==> src/rtl/regfile_scoreboard.sv <==
// Multi-port register file with same-cycle write bypass and a pending-write scoreboard for decode hazard checks.
// Reads and rready are combinational (0 cycles), state updates on the next edge; no handshake, never stalls.
module regfile_scoreboard #(
    parameter int READ_PORTS  = 2,
    parameter int WRITE_PORTS = 1,
    parameter int ADDR        = 5,
    parameter int WIDTH       = 32
) (
    input  logic                                  clk,
    input  logic                                  reset,
    input  logic [WRITE_PORTS-1:0]                we,
    input  logic [WRITE_PORTS-1:0][ADDR-1:0]      waddr,
    input  logic [WRITE_PORTS-1:0][WIDTH-1:0]     wdata,
    input  logic [READ_PORTS-1:0][ADDR-1:0]       raddr,
    output logic [READ_PORTS-1:0][WIDTH-1:0]      rdata,
    output logic [READ_PORTS-1:0]                 rready,
    input  logic                                  claim_valid,
    input  logic [ADDR-1:0]                       claim_addr,
    input  logic                                  flush,
    output logic [$clog2(2**ADDR+1)-1:0]          pending_count
);

    localparam int DEPTH = 2**ADDR;
    localparam int CW    = $clog2(DEPTH+1);

    logic [WIDTH-1:0] mem_q [DEPTH];
    logic [DEPTH-1:0] wr_hit;
    logic [WIDTH-1:0] wr_dat [DEPTH];
    logic [DEPTH-1:0] claim_hit;
    logic [DEPTH-1:0] pend_q, pend_d;
    logic [DEPTH-1:0] cleared;
    logic [CW-1:0]    cnt_q, cnt_d;
    logic [CW-1:0]    clr_cnt;
    logic             set_new;

    // Per-entry write decode; ascending port order lets the highest port win a collision.
    // Writes are masked while reset is held so the bypass cannot leak data during reset.
    always_comb begin
        wr_hit = '0;
        for (int i = 0; i < DEPTH; i++) begin
            wr_dat[i] = '0;
        end
        for (int w = 0; w < WRITE_PORTS; w++) begin
            if (reset && we[w] && (waddr[w] != '0)) begin
                wr_hit[waddr[w]] = 1'b1;
                wr_dat[waddr[w]] = wdata[w];
            end
        end
    end

    always_comb begin
        claim_hit = '0;
        if (claim_valid && (claim_addr != '0)) begin
            claim_hit[claim_addr] = 1'b1;
        end
    end

    // Register 0 is never written or claimed, so it reads 0 and is always ready.
    always_comb begin
        for (int r = 0; r < READ_PORTS; r++) begin
            if (wr_hit[raddr[r]]) begin
                rdata[r]  = wr_dat[raddr[r]];
                rready[r] = 1'b1;
            end else begin
                rdata[r]  = mem_q[raddr[r]];
                rready[r] = !pend_q[raddr[r]];
            end
        end
    end

    // A claim on a register being written in the same cycle wins: it is the newer producer.
    always_comb begin
        cleared = pend_q & wr_hit & ~claim_hit;
        set_new = |(claim_hit & ~pend_q);
        clr_cnt = '0;
        for (int i = 0; i < DEPTH; i++) begin
            clr_cnt = clr_cnt + CW'(cleared[i]);
        end
        if (flush) begin
            pend_d = '0;
            cnt_d  = '0;
        end else begin
            pend_d = (pend_q & ~wr_hit) | claim_hit;
            cnt_d  = cnt_q + CW'(set_new) - clr_cnt;
        end
    end

    always_ff @(posedge clk or negedge reset) begin
        if (!reset) begin
            for (int i = 0; i < DEPTH; i++) begin
                mem_q[i] <= '0;
            end
        end else begin
            for (int i = 0; i < DEPTH; i++) begin
                if (wr_hit[i]) begin
                    mem_q[i] <= wr_dat[i];
                end
            end
        end
    end

    always_ff @(posedge clk or negedge reset) begin
        if (!reset) begin
            pend_q <= '0;
            cnt_q  <= '0;
        end else begin
            pend_q <= pend_d;
            cnt_q  <= cnt_d;
        end
    end

    assign pending_count = cnt_q;

endmodule

==> config.mk <==
export PLATFORM = sky130hd
export DESIGN_NAME = regfile_scoreboard
export DESIGN_NICKNAME = d
export VERILOG_FILES = /design/src/rtl/regfile_scoreboard.sv
export SDC_FILE = /design/constraint.sdc
export NUM_CORES = 2
export LEC_CHECK = 0
export CORE_MARGIN = 4
export CORE_UTILIZATION = 55
export CTS_CLUSTER_SIZE = 30
export DETAILED_ROUTE_END_ITERATION = 8
export GPL_ROUTABILITY_DRIVEN = 0
export MAX_ROUTING_LAYER = met4
export PLACE_DENSITY = 0.76
export REMOVE_ABC_BUFFERS = 1
export SETUP_SLACK_MARGIN = 0.3
export SLEW_MARGIN = 20
export SYNTH_ARGS = -nofsm -noshare
export SYNTH_HDL_FRONTEND = slang
export SYNTH_SLANG_ARGS = --single-unit
==> constraint.sdc <==
create_clock -name clk -period 4.8 [get_ports clk]
set_input_delay 0.72 -clock clk [delete_from_list [all_inputs] [get_ports clk]]
set_output_delay 0.72 -clock clk [all_outputs]
set_load 0.01 [all_outputs]
==> impl_metrics.py <==
metrics = {
    "synthesis": {
        "ys_top_cells_by_count": "dfrtp_1, nand2_1, mux4_2",
        "yosys-top-cells-area": "dfrtp_1, mux4_2, mux2_2",
        "syn_area_um2": 58260,
        "yosysMostFrequentCell": "dfrtp_1",
        "synth_top_area_cell": "dfrtp_1",
        "ys.flop_type": "dfrtp_1",
        "synth_cells": 4769,
        "syn_avg_cell_area_um2": 12.22,
        "ys_seq_area_share_pct": 45.61,
        "synth-edff-count": 0,
        "synth-seq-cells": 1062,
        "yosysWarnings": 0,
        "yosys.area.top_type_share_pct": 45.61,
        "yosysUniqueCellTypes": 78,
        "async_flop_share_pct": 100.0,
    },
    "sta": {
        "relSlewSlack_pct": 18.61,
        "setup_viol": 3,
        "hold_violations": 0,
        "drv_slew": 0,
        "rsz0062_at_grt": "yes",
        "fin_skew_ps": 6.160,
        "fin_ws_ps": -455.1,
        "finalCritPeriodShare_pct": 109.5,
        "worstMarginPinSlew_ps": 1221,
        "fin_crit_ps": 5255,
        "fmax_mhz": 190.3,
        "whs_ps": 175.7,
    },
    "floorplan": {
        "core_um2": 105300,
        "start_util_pct": 55.35,
        "rows": 119,
        "io_pins": 129,
        "die_height_um": 333.5,
        "dieWidth_um": 333.5,
        "dieArea_um2": 111200,
    },
    "place": {
        "port_buffers": 128,
        "post-place-ws_ps": -1905,
        "dp_cells": 6155,
        "dpl.hpwl_um": 117000,
        "postPlaceCellArea_um2": 62610,
    },
    "final_layout": {
        "drive_gt1_share_pct": 34.89,
        "stdcell_count": 6401,
        "final_cell_area_um2": 67410,
        "final_nets": 5035,
        "fill_cells": 7406,
        "area_delta_synth_final_pct": 15.70,
    },
    "global_routing": {
        "grt_usage_pct": 37.39,
        "grt_pass1_wl_um": 299100,
        "grt_antenna_before_repair": 3,
        "grt_pass1_vias": 46100,
        "grt-ovfl-total": 0,
        "grt_max_degree": 84,
    },
    "cts": {
        "cts_buffers": 109,
        "clock_latency_ps": 710,
        "path_clk_slew_ps": 60,
        "htreeDepth": 3,
        "cts_tree": "yes",
        "max-clock-path-buffers": 3,
        "cts_root_buffer": "clkbuf_16",
        "cts_sinks": 1062,
    },
    "routing": {
        "detail_route.vias_per_cell": 7.054,
        "firstDrtPassIters": 8,
        "drc": 0,
        "ant_nets": 0,
        "vias": 45150,
        "drtIter0Drc": 5641,
        "wl_per_cell_um": 31.73,
        "wl_um": 203100,
    },
    "pwr": {
        "p_leak_nw": 29.86,
        "ir_worst_vdd_uv": 400.0,
        "p_per_area_nw_per_um2": 365.2,
    },
    "worst_setup_path": {
        "path_class": "in -> reg",
        "cp_cell_sequence": "buf_8, buf_6, nor3b_4, buf_6, nand2_2, nand4_1, fa_2, ha_4, fa_1, inv_2, fa_2, fa_2, fa_2, fa_2, inv_2, fa_1, ha_1, a21o_1, a21oi_2, xnor2_1, nor2_1",
        "slowest_delay_ps": 530,
        "worstPathArrival_ps": 5840,
        "worstSetupStartpointType": "input pin",
        "worstPathMaxFanout": 6,
        "crit_top_cell": "fa_2",
        "crit_path_top_delay_cell": "fa_2",
        "critPathCaptureType": "flip-flop",
        "critPathRequiredTime_ps": 5380,
    },
    "status": {
        "status": "finished with violations",
        "violations": "negative setup slack",
    },
    "min_path": {
        "hold_path_class": "in -> async",
    },
    "job": {
        "cap_violations": 0,
    },
}
layer usage:
metal | share of wire (%) | vias up | GRT usage, %
li1 | - | 17810 | -
met1 | 34 | 22760 | 46.44
met2 | 44 | 3488 | 53.48
met3 | 14 | 1087 | 12.09
met4 | 8.4 | 0 | 23.28
met5 | 0 | - | -
worst paths after layout:
check	from	slack (ps)	to	cells after the start
worst max-delay path	claim_addr[0]	-460	pending_count[5]	21
worst min-delay path	reset	180	mem_q[462]	2
worst max register to register	pend_q[9]	-260	pending_count[5]	17
worst min register to register	mem_q[1019]	390	mem_q[1019]	0
max in group asynchronous	reset	860	mem_q[447]	6
min in group clk	mem_q[1019]	390	mem_q[1019]	0
cells in the final DEF, fill, tap and decap left out, types with 9 or more instances in the layout:
| master | n |
|---|---|
| dfrtp_1 | 1062 |
| nand2_1 | 917 |
| mux4_2 | 609 |
| o21ai_0 | 559 |
| mux2_2 | 388 |
| buf_4 | 313 |
| a21oi_1 | 116 |
| clkbuf_16 | 112 |
| clkdlybuf4s50_1 | 107 |
| mux2i_1 | 89 |
| nor2_1 | 59 |
| o22ai_1 | 55 |
| buf_12 | 45 |
| buf_6 | 43 |
| inv_1 | 38 |
| clkbuf_1 | 33 |
| nand2_4 | 25 |
| nand3_1 | 25 |
| clkbuf_8 | 23 |
| a22oi_1 | 21 |
| inv_2 | 19 |
| ha_1 | 19 |
| nor3_1 | 16 |
| fa_2 | 16 |
| clkinv_2 | 15 |
| nand2_2 | 13 |
| nor2b_1 | 13 |
| fa_1 | 13 |
| nand4_1 | 12 |
| and3_4 | 11 |
| ha_4 | 11 |
| buf_8 | 11 |
| nor2_4 | 10 |
| a31oi_1 | 9 |
cells by family (layout without fill, tap and decap cells):
group / after synthesis / after routing / synth area share (%)
and+or+nand+nor: 1182 / 1182 / 8.328
muxes: 1087 / 1087 / 32.59
DFF: 1062 / 1062 / 45.61
AOI/OAI and AO/OA: 814 / 814 / 7.531
buffers and inverters: 550 / 785 / 4.059
adders and majority gates: 60 / 60 / 1.662
xor gates and xnor gates: 13 / 13 / 0.2083
other: 1 / 7 / 0.006436
critical path, delay by kind of cell:
kind	cells	cell delay [ps]
fa+ha+maj	9	3590
compound gates	2	330
buf+inv	5	530
simple gates	4	540
xor+xnor	1	130
where the power goes:
group          switching [mW]  leakage, nW  internal, mW
registers               0.839         14.2          10.1
clock network            3.70         1.77          5.03
logic                    2.33         13.9          2.64
total                    6.87         29.9          17.8
flip-flops by register name, summed over array words and instances, names as in the netlist:
signal and count:
pending_count 6, mem_q 1024, pend_q 32
stage by stage:
stage	power (mW)	setup TNS [ps]	util, %
2_1_floorplan	13.64	-10910	-
3_3_place_gp	15.45	-15690	59.48
3_5_place_dp	15.73	-23100	59.48
4_1_cts	24.48	-895.2	63.66
5_1_grt	25.49	-1537	64.03
6_report	24.62	-1198	64.04
what timing repair did:
| item | 4_1_cts | 5_1_grt |
|---|---|---|
| pin swaps | 64 | 41 |
| gates cloned | 4 | 1 |
| hold buffers | 1 | 0 |
| resized for setup | 212 | 58 |
| endpoints found under the hold margin | 2 | 0 |
| endpoints found under the setup margin | 71 | 29 |
| buffers inserted | 27 | 9 |
area by class of cell:
cell class / count / area, um2 / share of cell area [%]
antenna: 6 / 15.01 / 0.02227
clock buffer: 167 / 3218 / 4.774
clock inverter: 30 / 405.4 / 0.6013
inverter: 62 / 247.7 / 0.3675
multi-input combinational: 3157 / 30150 / 44.72
sequential: 1062 / 26580 / 39.42
tap: 1391 / 1740 / 2.582
timing repair buffer: 526 / 5061 / 7.508
Power figures use the tool's default switching activity.
